[config.mk]
export PLATFORM = sky130hd
export DESIGN_NAME = fetch
export DESIGN_NICKNAME = d
export VERILOG_FILES = /design/src/rtl/fetch_pkg.sv /design/src/rtl/fetch_fifo.sv /design/src/rtl/fetch.sv
export SDC_FILE = /design/constraint.sdc
export NUM_CORES = 1
export LEC_CHECK = 0
export CAP_MARGIN = 25
export CORE_ASPECT_RATIO = 1.75
export CORE_UTILIZATION = 55
export CTS_CLUSTER_DIAMETER = 40
export DETAILED_ROUTE_END_ITERATION = 12
export PLACE_DENSITY = 0.81
export SYNTH_ARGS = -nofsm -noshare
export SYNTH_HDL_FRONTEND = slang
export SYNTH_HIERARCHICAL = 1
export SYNTH_SLANG_ARGS = --single-unit
[constraint.sdc]
create_clock -name clk -period 8.35 [get_ports clk]
set_input_delay 0.835 -clock clk [delete_from_list [all_inputs] [get_ports clk]]
set_output_delay 0.835 -clock clk [all_outputs]
set_load 0.05 [all_outputs]
[src/rtl/fetch_pkg.sv]
// fetch_pkg: shared constants and the {pc, instr} entry type for the fetch stage
package fetch_pkg;
    localparam int REG_DATA_WIDTH = 32;
    localparam logic [REG_DATA_WIDTH-1:0] NOP_INSTR = 32'h0000_0013;
    localparam int FETCH_DEPTH = 2;
    typedef struct packed {
        logic [REG_DATA_WIDTH-1:0] pc;
        logic [REG_DATA_WIDTH-1:0] instr;
    } fetch_entry_t;
endpackage

[src/rtl/fetch_fifo.sv]
// fetch_fifo: power-of-two circular FIFO with flush, count and full/empty flags
module fetch_fifo #(
    parameter int WIDTH = 64,
    parameter int DEPTH = 2
) (
    input  logic                     clk,
    input  logic                     rst_n,
    input  logic                     push,
    input  logic                     pop,
    input  logic                     flush,
    input  logic [WIDTH-1:0]         wdata,
    output logic [WIDTH-1:0]         rdata,
    output logic [$clog2(DEPTH):0]   count,
    output logic                     full,
    output logic                     empty
);
    localparam int AW = $clog2(DEPTH);
    logic [WIDTH-1:0] mem [DEPTH];
    logic [AW-1:0] wr_ptr, rd_ptr;
    assign rdata = mem[rd_ptr];
    assign full = count == (AW+1)'(DEPTH);
    assign empty = count == '0;
    always_ff @(posedge clk or negedge rst_n) begin
        if (!rst_n) begin
            wr_ptr <= '0;
            rd_ptr <= '0;
            count <= '0;
        end else if (flush) begin
            wr_ptr <= '0;
            rd_ptr <= '0;
            count <= '0;
        end else begin
            wr_ptr <= wr_ptr + AW'(push);
            rd_ptr <= rd_ptr + AW'(pop);
            count <= count + (AW+1)'(push) - (AW+1)'(pop);
        end
    end
    always_ff @(posedge clk) begin
        if (push && !flush) mem[wr_ptr] <= wdata;
    end
    assert property (@(posedge clk) disable iff (!rst_n) !(push && full && !pop && !flush));
    assert property (@(posedge clk) disable iff (!rst_n) !(pop && empty && !flush));
endmodule

[src/rtl/fetch.sv]
// fetch: PC owner, credit-limited in-order imem requester and buffered feed into decode
module fetch
    import fetch_pkg::*;
#(
    parameter logic [REG_DATA_WIDTH-1:0] RESET_PC = 32'h0000_0000,
    parameter int DEPTH = FETCH_DEPTH
) (
    input  logic                      clk,
    input  logic                      rst_n,
    output logic                      imem_req,
    output logic [REG_DATA_WIDTH-1:0] imem_addr,
    input  logic                      imem_gnt,
    input  logic                      imem_rvalid,
    input  logic [REG_DATA_WIDTH-1:0] imem_rdata,
    input  logic                      redirect,
    input  logic [REG_DATA_WIDTH-1:0] redirect_pc,
    input  logic                      stall_decode,
    output logic [REG_DATA_WIDTH-1:0] pc_decode,
    output logic [REG_DATA_WIDTH-1:0] instr_decode,
    output logic                      valid_decode
);
    localparam int CW = $clog2(DEPTH) + 1;
    logic [REG_DATA_WIDTH-1:0] pc_q, tag_pc;
    logic [CW-1:0] outstanding, discard_cnt, fifo_count, tag_count;
    logic credit_ok, gnt_fire, live_rsp, bypass, fifo_push, fifo_pop;
    logic fifo_full, fifo_empty, tag_full, tag_empty;
    fetch_entry_t fifo_in, fifo_head;
    assign credit_ok = (outstanding + fifo_count) < CW'(DEPTH);
    assign imem_req = rst_n && credit_ok && !redirect;
    assign imem_addr = pc_q;
    assign gnt_fire = imem_req && imem_gnt;
    assign live_rsp = imem_rvalid && discard_cnt == '0 && !redirect;
    // an empty, unstalled FIFO lets the response go straight to decode
    assign bypass = live_rsp && fifo_empty && !stall_decode;
    assign fifo_push = live_rsp && !bypass;
    assign fifo_pop = !fifo_empty && !stall_decode && !redirect;
    assign fifo_in = '{pc: tag_pc, instr: imem_rdata};
    fetch_fifo #(.WIDTH(REG_DATA_WIDTH), .DEPTH(DEPTH)) u_tags (
        .clk(clk), .rst_n(rst_n), .push(gnt_fire), .pop(live_rsp), .flush(redirect),
        .wdata(pc_q), .rdata(tag_pc), .count(tag_count), .full(tag_full), .empty(tag_empty)
    );
    fetch_fifo #(.WIDTH($bits(fetch_entry_t)), .DEPTH(DEPTH)) u_fifo (
        .clk(clk), .rst_n(rst_n), .push(fifo_push), .pop(fifo_pop), .flush(redirect),
        .wdata(fifo_in), .rdata(fifo_head), .count(fifo_count), .full(fifo_full), .empty(fifo_empty)
    );
    always_ff @(posedge clk or negedge rst_n) begin
        if (!rst_n) begin
            pc_q <= RESET_PC;
            outstanding <= '0;
            discard_cnt <= '0;
            pc_decode <= '0;
            instr_decode <= NOP_INSTR;
            valid_decode <= 1'b0;
        end else begin
            outstanding <= outstanding + CW'(gnt_fire) - CW'(imem_rvalid);
            if (redirect) begin
                pc_q <= redirect_pc;
                // everything still in flight after this edge belongs to the wrong path
                discard_cnt <= outstanding - CW'(imem_rvalid);
                valid_decode <= 1'b0;
                instr_decode <= NOP_INSTR;
            end else begin
                if (gnt_fire) pc_q <= pc_q + 32'd4;
                if (imem_rvalid && discard_cnt != '0) discard_cnt <= discard_cnt - 1'b1;
                if (!stall_decode) begin
                    valid_decode <= fifo_pop || bypass;
                    if (fifo_pop || bypass) begin
                        pc_decode <= fifo_pop ? fifo_head.pc : tag_pc;
                        instr_decode <= fifo_pop ? fifo_head.instr : imem_rdata;
                    end
                end
            end
        end
    end
    assert property (@(posedge clk) disable iff (!rst_n) outstanding <= CW'(DEPTH));
    assert property (@(posedge clk) disable iff (!rst_n) imem_req |-> imem_addr[1:0] == 2'b00);
    assert property (@(posedge clk) disable iff (!rst_n) imem_rvalid |-> outstanding != '0);
    assert property (@(posedge clk) disable iff (!rst_n) tag_count <= outstanding);
    assert property (@(posedge clk) disable iff (!rst_n) !(gnt_fire && tag_full));
    assert property (@(posedge clk) disable iff (!rst_n) !(live_rsp && tag_empty));
    assert property (@(posedge clk) disable iff (!rst_n) !(fifo_push && fifo_full && !fifo_pop));
endmodule

* Word-level counts from Yosys, hierarchy flattened
Memories as Yosys holds them, arrays and structs flattened.
Cells that the tools add are included.
** Storage, ports and cells
- Register bits after elaboration :: 107
- RAM bits :: 192
- Bits of input ports :: 70
- Output and inout port bits :: 98
- Logic and storage cells :: 75
- Memories :: 2
** Memory list
- u_fifo.mem :: words 2, width 64, rd ports 1, clocked after memory_dff 0, write ports 1, line fetch_fifo.sv:18 : logic [WIDTH-1:0] mem [DEPTH];
- u_tags.mem :: words 2, width 32, rd ports 1, clocked after memory_dff 0, write ports 1, line fetch_fifo.sv:18
** Operators by class
- Add/sub/neg operators :: 12
- Order comparisons :: 1
- Equality and inequality tests :: 1
- Muxes and demuxes :: 20
- Bitwise logic cells :: 2
- Reduce and logical (&&, ||, !) cells :: 26
** Operators with widths (count)
- $mux W32 :: 7
- $add A32 B3 Y32 const B :: 1
- $logic_and A1 B1 Y1 :: 13
- $mux W1 :: 10
- $reduce_bool A2 Y1 :: 4
- $mux W2 :: 3
- $sub A2 B1 Y2 :: 3
- $add A1 B1 Y1 :: 4
- $add A2 B1 Y2 :: 2
- $logic_not A1 Y1 :: 4
- $logic_not A2 Y1 :: 2
- $reduce_and A3 Y1 :: 1
- $add A2 B2 Y2 :: 1
- $lt A2 B2 Y1 const B :: 1
- $ne A2 B2 Y1 const B :: 1
- $not A1 Y1 :: 2
- $reduce_and A2 Y1 :: 1
- $sub A2 B1 Y2 const B :: 1
- $logic_or A1 B1 Y1 :: 1

* Longest topological paths before layout
Gate-level depths: netlist of the first run.
- Word-level depth :: 10
- Gate-level depth with buffers :: 9
- Gate-level depth less buffers :: 8

* By module
Netlist of the first run, hierarchy kept.
** By module, submodules not included
- fetch :: instances 1, cells an instance 533, area each 5321.4 µm², sequential area each 2531.2 µm²
- fetch_fifo (u_fifo) :: instances 1, cells an instance 218, area each 5041.1 µm², sequential area each 3943.8 µm²
- fetch_fifo (u_tags) :: instances 1, cells an instance 119, area each 2678.8 µm², sequential area each 2021.9 µm²

* Worst setup path after synthesis of the first run
No wires, ideal clock.
- Path type :: input-to-reg
- Start point :: input port redirect
- End point :: memory u_fifo.mem[0][0], enable pin
- Library setup time :: 0.579 ns
- Data arrival time :: 6.539 ns
- Data required time :: 7.771 ns
- Setup slack :: 1.232 ns
- Cell stages on the path :: 5
- Path buffers :: 3
- Cell sequence :: clkbuf_1 > clkbuf_1 > clkbuf_1 > nor3_1 > nor3b_1
** On the way
- Word-level cells in the longest chain between the ends :: 9
** Ends and longest elaborated chain
- from (decl) :: line fetch.sv:15 : input logic redirect,
- $logic_not A1 Y1 (*) :: line fetch.sv:32 : assign live_rsp = imem_rvalid && discard_cnt == '0 && !redirect;
- $logic_and A1 B1 Y1 (*) :: line fetch.sv:32
- $logic_and A1 B1 Y1 (2 in series) :: line fetch.sv:34 : assign bypass = live_rsp && fifo_empty && !stall_decode;
- $logic_not A1 Y1 :: line fetch.sv:35 : assign fifo_push = live_rsp && !bypass;
- $logic_and A1 B1 Y1 (*) :: line fetch.sv:35
- net fifo_push :: line fetch.sv:25 : logic credit_ok, gnt_fire, live_rsp, bypass, fifo_push, fifo_pop;
- $logic_and A1 B1 Y1 (*) :: line fetch_fifo.sv:39 : if (push && !flush) mem[wr_ptr] <= wdata;
- $mux W1 (*) :: line fetch_fifo.sv:39
- $mux W1 (not written as such) (*) :: line fetch_fifo.sv:39
- to (decl) :: line fetch_fifo.sv:18
The timed path passes the listed nets; every way through them passes the cells marked *.

* Worst setup path in the final report of the first run
- Start point :: input port redirect
- End point :: output port imem_req
** On the way
- Word-level cells in the longest chain between the ends :: 2
** Ends and longest elaborated chain
- $logic_not A1 Y1 :: line fetch.sv:29 : assign imem_req = rst_n && credit_ok && !redirect;
- $logic_and A1 B1 Y1 :: line fetch.sv:29
- to (decl) :: line fetch.sv:10 : output logic imem_req,
No other way between the ends.

==> impl_metrics.csv, run 1 <==
group,metric,value,unit
critical_path,cp_max_fo,65,
clocking,cts_resized,0,
cells_and_area,register_area,8450,sq um
critical_path,rr_worst_depth,5,
critical_path,cp-start-kind,"input port",
global_route,grt_pass1_vias,7810,
clocking,cts_buffers,29,
critical_path,crit_required,7520,ps
cells_and_area,multi_input_area,4160,sq um
clocking,cts_setup_buffers,0,
cells_and_area,fin_nets,1099,
global_route,grt_pass1_wl,40200,um
pwr,vdd_ir_drop_max,0.159,mV
sta,maxSlewHeadroom,33.7,%
detailed_routing,wl,25100,um
global_route,grt_overflow,0,
sta,rsz0062_at_grt,"false",
critical_path,critical_path_class,"input port to output port",
floorplanning,io_pins,168,
placed_design,pre_cts_ws,4380,ps
clocking,clk_pin_slew_worst_paths,70,ps
global_route,grt_start_max_net_pins,67,
detailed_routing,drtPass1Iterations,5,
detailed_routing,drc_errors,0,
clocking,cts.sinks,299,
worst_hold_path,hold_path_depth,0,
logic_synthesis,synthesis.nets,935,
floorplanning,core,22800,sq um
logic_synthesis,syn_inst,858,
pwr,powerDensity,274,nW/um^2
sta,setup_viol,0,
floorplanning,die_h,205,um
clocking,ctsHoldBuffers,0,
detailed_routing,drt_iter0_markers,482,
clocking,clockRootBuffer,"clkbuf_16",
global_route,antenna_found_initial,0,
sta,tns,0,ps
logic_synthesis,syn_avg_cell_area,15.0,sq um
placed_design,gp_congestion,0.914,
critical_path,r2r_end,"imem_addr[13]$_DFFE_PN0P_",
global_route,track_usage,21.1,%
detailed_routing,via_count,7533,
critical_path,r2r_setup_slack,5300,ps
cells_and_area,n_fill_cell,1564,
floorplanning,start_util,56.5,%
detailed_routing,antenna_left,0,
sta,fin_crit_sh,44.4,%
clocking,cts_tree,"done",
detailed_routing,routed_via_density,5.60,
sta,layout_setup_ws,4640,ps
cells_and_area,fin_util,69.0,%
clocking,clockBufferDepth,3,
sta,finalCriticalPeriod,3710,ps
run_status,status,"finished clean",
logic_synthesis,ys.warnings.count,6,
detailed_routing,wl_per_cell,18.7,um
worst_hold_path,whs_endpoint,"u_tags/mem[1][1]$_DFFE_PP_",
worst_hold_path,hold_path_class,"register to register",
pwr,p_leak,5.55,nW
floorplanning,die-area,24100,sq um
cells_and_area,num_antenna_cells,0,
sta,skew,13.2,ps
sta,hold_viol,0,
logic_synthesis,syn_area,12900,sq um
sta,clock.fmax,270,MHz
clocking,htree_levels,1,
cells_and_area,area_growth,22.0,%
clocking,clk_latency,550,ps
floorplanning,fp.dieW,118,um
critical_path,r2r-start,"outstanding[1]$_DFF_PN0_",
worst_hold_path,hold_start,"imem_addr[1]$_DFFE_PN0P_",
sta,slew_viol_final,0,
placed_design,io_buffers,167,
run,drv.max_cap_violation_count,0,
critical_path,critPathCaptureType,"output port",
sta,worstMarginPinSlew,994,ps
cells_and_area,drive_gt1_share,18.0,%
critical_path,crit_path_start,"redirect",
placed_design,dpl.hpwl,16400,um
critical_path,arrival,2870,ps
floorplanning,rows,73,
-- critical path, cell delays in order --
cell             delay [ps]
buf_4                   560
buf_4                   580
nor3b_1                 110
clkdlybuf4s50_1         720
-- layout make-up --
type | instances | area share [%]
flip-flops and latches | 299 | 53.6
multi-input cells | 500 | 26.4
repair buffers | 181 | 11.3
clock buffers | 36 | 5.03
well taps | 300 | 2.38
clock inverters | 17 | 0.985
inverters | 11 | 0.262
-- metal layers --
| layer | routed length (um) | part of all wire (%) | track usage (%) |
|---|---|---|---|
| met5 | 0 | 0 | 0 |
| met4 | 1030 | 4.1 | 10.2 |
| met3 | 1070 | 4.3 | 2.31 |
| met2 | 13300 | 53 | 38.9 |
| met1 | 9730 | 39 | 24.3 |
-- power breakdown --
part | switching, mW | leakage, nW | total, mW | internal [mW]
Clock | 0.563 | 0.457 | 1.28 | 0.718
Combinational | 0.749 | 2.05 | 1.17 | 0.418
Sequential | 0.119 | 3.05 | 1.86 | 1.74
-- worst max-delay path by stage --
stage | end | slack [ps] | cells past startpoint
6_report | imem_req | 4640 | 4
5_1_grt | imem_req | 4550 | 4
3_3_place_gp | imem_addr[13]$_DFFE_PN0P_ | 4520 | 6
3_5_place_dp | imem_addr[13]$_DFFE_PN0P_ | 4380 | 6
2_1_floorplan | u_fifo/mem[0][0]$_DFFE_PP_ | 1230 | 5
4_1_cts | imem_req | 4670 | 4
-- layout by cell type, fill, tap and decap left out, drive strengths merged, types with 2 or more instances in the layout --
master and instances:
a2111oi 13, a211o 3, a211oi 30, a21oi 36, a221o 6, and2 2, and3 6, and3b 2
and4 3, buf 16, clkbuf 36, clkdlybuf4s50 165, clkinv 9, clkinvlp 4, dfrtp 104, dfstp 3
edfxtp 192, ha 7, inv 14, mux2 99, mux2i 68, nand2 42, nand3 7, nand4 6
nor2 81, nor2b 4, nor3 8, nor3b 9, nor4 8, o21ai 21, or3 2, xnor2 29
xor2 2
-- per-stage QoR --
stage,total power [mW],hold slack [ps],area (sq um),cells
floorplan,2.65,501,12900,858
global placement,3.04,508,14800,1290
detailed placement,3.06,510,14800,1290
CTS,4.35,523,15700,1343
global route,4.47,530,15800,1344
finish,4.31,516,15800,1344
-- registers in the layout (all words and copies together) (netlist names) --
register,flops
u_fifo/count,2
valid_decode,1
u_fifo/mem,128
u_tags/rd_ptr,1
instr_decode,32
u_fifo/wr_ptr,1
u_tags/mem,64
pc_decode,32
u_fifo/rd_ptr,1
imem_addr,32
discard_cnt,2
u_tags/wr_ptr,1
outstanding,2
Note: power is estimated with default switching activity, not from simulation.
==> inputs of run 2 (changes only) <==
- clock period: 8.35 -> 3.67 ns (I/O delays scaled with it)
==> run 2 against run 1 <==
Net effect: count of clock-buffer cells in the layout down 1; non-clock buffer count up 1; core utilization up 0.39 points; critical path type is now register to output port; clock skew up 6.7 ps; total power up 130%; register-to-register slack worse by 4400 ps; sequential cell count unchanged; critical path depth unchanged; worst hold slack worse by 160 ps.
==> impl_metrics.csv, run 2 (synthesis gave the netlist of run 1 again) <==
group,metric,value,unit
sta,hold_viol,0,
cells_and_area,fin_util,69.4,%
cells_and_area,instances_no_fill,1344,
sta,finalCriticalPeriod,3230,ps
pwr,powerDensity,620,nW/um^2
global_route,antenna_found_initial,0,
cells_and_area,largest_registers,"u_fifo/mem (128), u_tags/mem (64)",
cells_and_area,num_antenna_cells,0,
critical_path,cp-start-kind,"register",
global_route,grt_overflow,0,
sta,setup_viol,0,
floorplanning,start_util,56.5,%
cells_and_area,mostFrequentLayoutCells,"edfxtp_1 (192), clkdlybuf4s50_1 (165), dfrtp_1 (102)",
sta,rsz0062_at_grt,"false",
detailed_routing,drtPass1Iterations,4,
run_status,status,"finished clean",
clocking,clk_pin_slew_worst_paths,70,ps
cells_and_area,fin_nets,1099,
critical_path,crit_required,3300,ps
floorplanning,rows,73,
clocking,htree_levels,1,
critical_path,path_cells,"xnor2_1, xor2_1, nor3b_1, clkdlybuf4s50_1",
clocking,clockRootBuffer,"clkbuf_16",
critical_path,slowest_stage,"clkdlybuf4s50_1",
critical_path,cpPeakStageDelay,890,ps
sta,clock.fmax,309,MHz
run,drv.max_cap_violation_count,0,
global_route,grt_start_max_net_pins,76,
detailed_routing,via_count,7482,
detailed_routing,drt_iter0_markers,378,
critical_path,critPathCaptureType,"output port",
clocking,clockBufferDepth,3,
cells_and_area,area_growth,22.7,%
sta,fin_hold_ws,359,ps
sta,fin_crit_sh,88.1,%
cells_and_area,final_cell_area,15800,sq um
floorplanning,die_h,205,um
placed_design,io_buffers,167,
sta,tns,0,ps
global_route,grt_pass1_wl,40200,um
floorplanning,fp.dieW,118,um
critical_path,arrival,2860,ps
cells_and_area,drive_gt1_share,17.8,%
detailed_routing,wl_per_cell,18.5,um
clocking,cts.sinks,299,
clocking,cts_tree,"done",
global_route,grt_pass1_vias,7707,
placed_design,gp_congestion,0.908,
worst_hold_path,hold_path_class,"input port to async pin",
placed_design,pre_cts_ws,796,ps
detailed_routing,wl,24900,um
critical_path,critPathTopFamily,"buffers and inverters",
critical_path,critical_path_class,"register to output port",
pwr,p_leak,5.57,nW
clocking,cts_buffers,28,
detailed_routing,drc_errors,0,
sta,maxSlewHeadroom,31.9,%
clocking,clk_latency,530,ps
detailed_routing,antenna_left,0,
sta,skew,19.9,ps
global_route,track_usage,21.1,%
critical_path,worst-path-buf-inv,1,
floorplanning,die-area,24100,sq um
cells_and_area,top_register,"u_fifo/mem",
floorplanning,io_pins,168,
floorplanning,core,22800,sq um
placed_design,dp_cells,1290,
pwr,total_power,9.83,mW
sta,layout_setup_ws,438,ps
sta,slew_viol_final,0,
critical_path,cp_max_fo,3,
cells_and_area,layout_commonest_cell,"edfxtp_1",
placed_design,place_area,14900,sq um
detailed_routing,routed_via_density,5.57,
cells_and_area,largest_reg_flops,128,
pwr,vdd_ir_drop_max,0.421,mV
sta,worstMarginPinSlew,1020,ps
placed_design,dpl.hpwl,16300,um
run 2: report_power, final:
group / internal [mW] / switching [mW]
registers: 3.96 / 0.285
clock network: 1.70 / 1.23
logic: 0.962 / 1.69
run 2: what timing repair did:
item / in CTS / in global routing
hold buffers: 1 / 0
endpoints found under the hold margin: 29 / 0
buffers inserted: 0 / 0
resized for setup: 0 / 0
run 2: worst reg2reg max path: stages (launching register included):
cell and delay [ps]:
dfrtp_1 430, xnor2_1 430, xor2_1 180, buf_4 220, or3_1 400, inv_1 140
nor3b_4 180, buf_4 410
run 2: per-layer routing:
layer	share of wire (%)	track usage, %
met1	38	24.7
met2	55	39.4
met3	4.1	2.17
met4	3.1	8.10
met5	0	0
run 2: final timing paths:
path                                           startpoint                     endpoint  slack (ps)  cells after the start
worst max-delay path             outstanding[1]$_DFF_PN0_                     imem_req         440                      4
min in group clk                                 redirect      u_tags/wr_ptr$_DFF_PN0_         370                      2
worst min-delay path                                rst_n    imem_addr[12]$_DFFE_PN0P_         360                      3
worst max register to register   outstanding[1]$_DFF_PN0_  u_tags/mem[0][31]$_DFFE_PP_         910                      7
worst min register to register  pc_decode[16]$_DFFE_PN0P_    pc_decode[16]$_DFFE_PN0P_         530                      2
max in group asynchronous                           rst_n    pc_decode[27]$_DFFE_PN0P_        2710                      4
run 2: final cells by class:
cell class | count | area (sq um)
sequential | 299 | 8450
clock inverter | 17 | 190
timing repair buffer | 182 | 1850
fill | 1537 | 6990
inverter | 11 | 41.3
tap | 300 | 375
multi-input combinational | 500 | 4180
clock buffer | 35 | 758
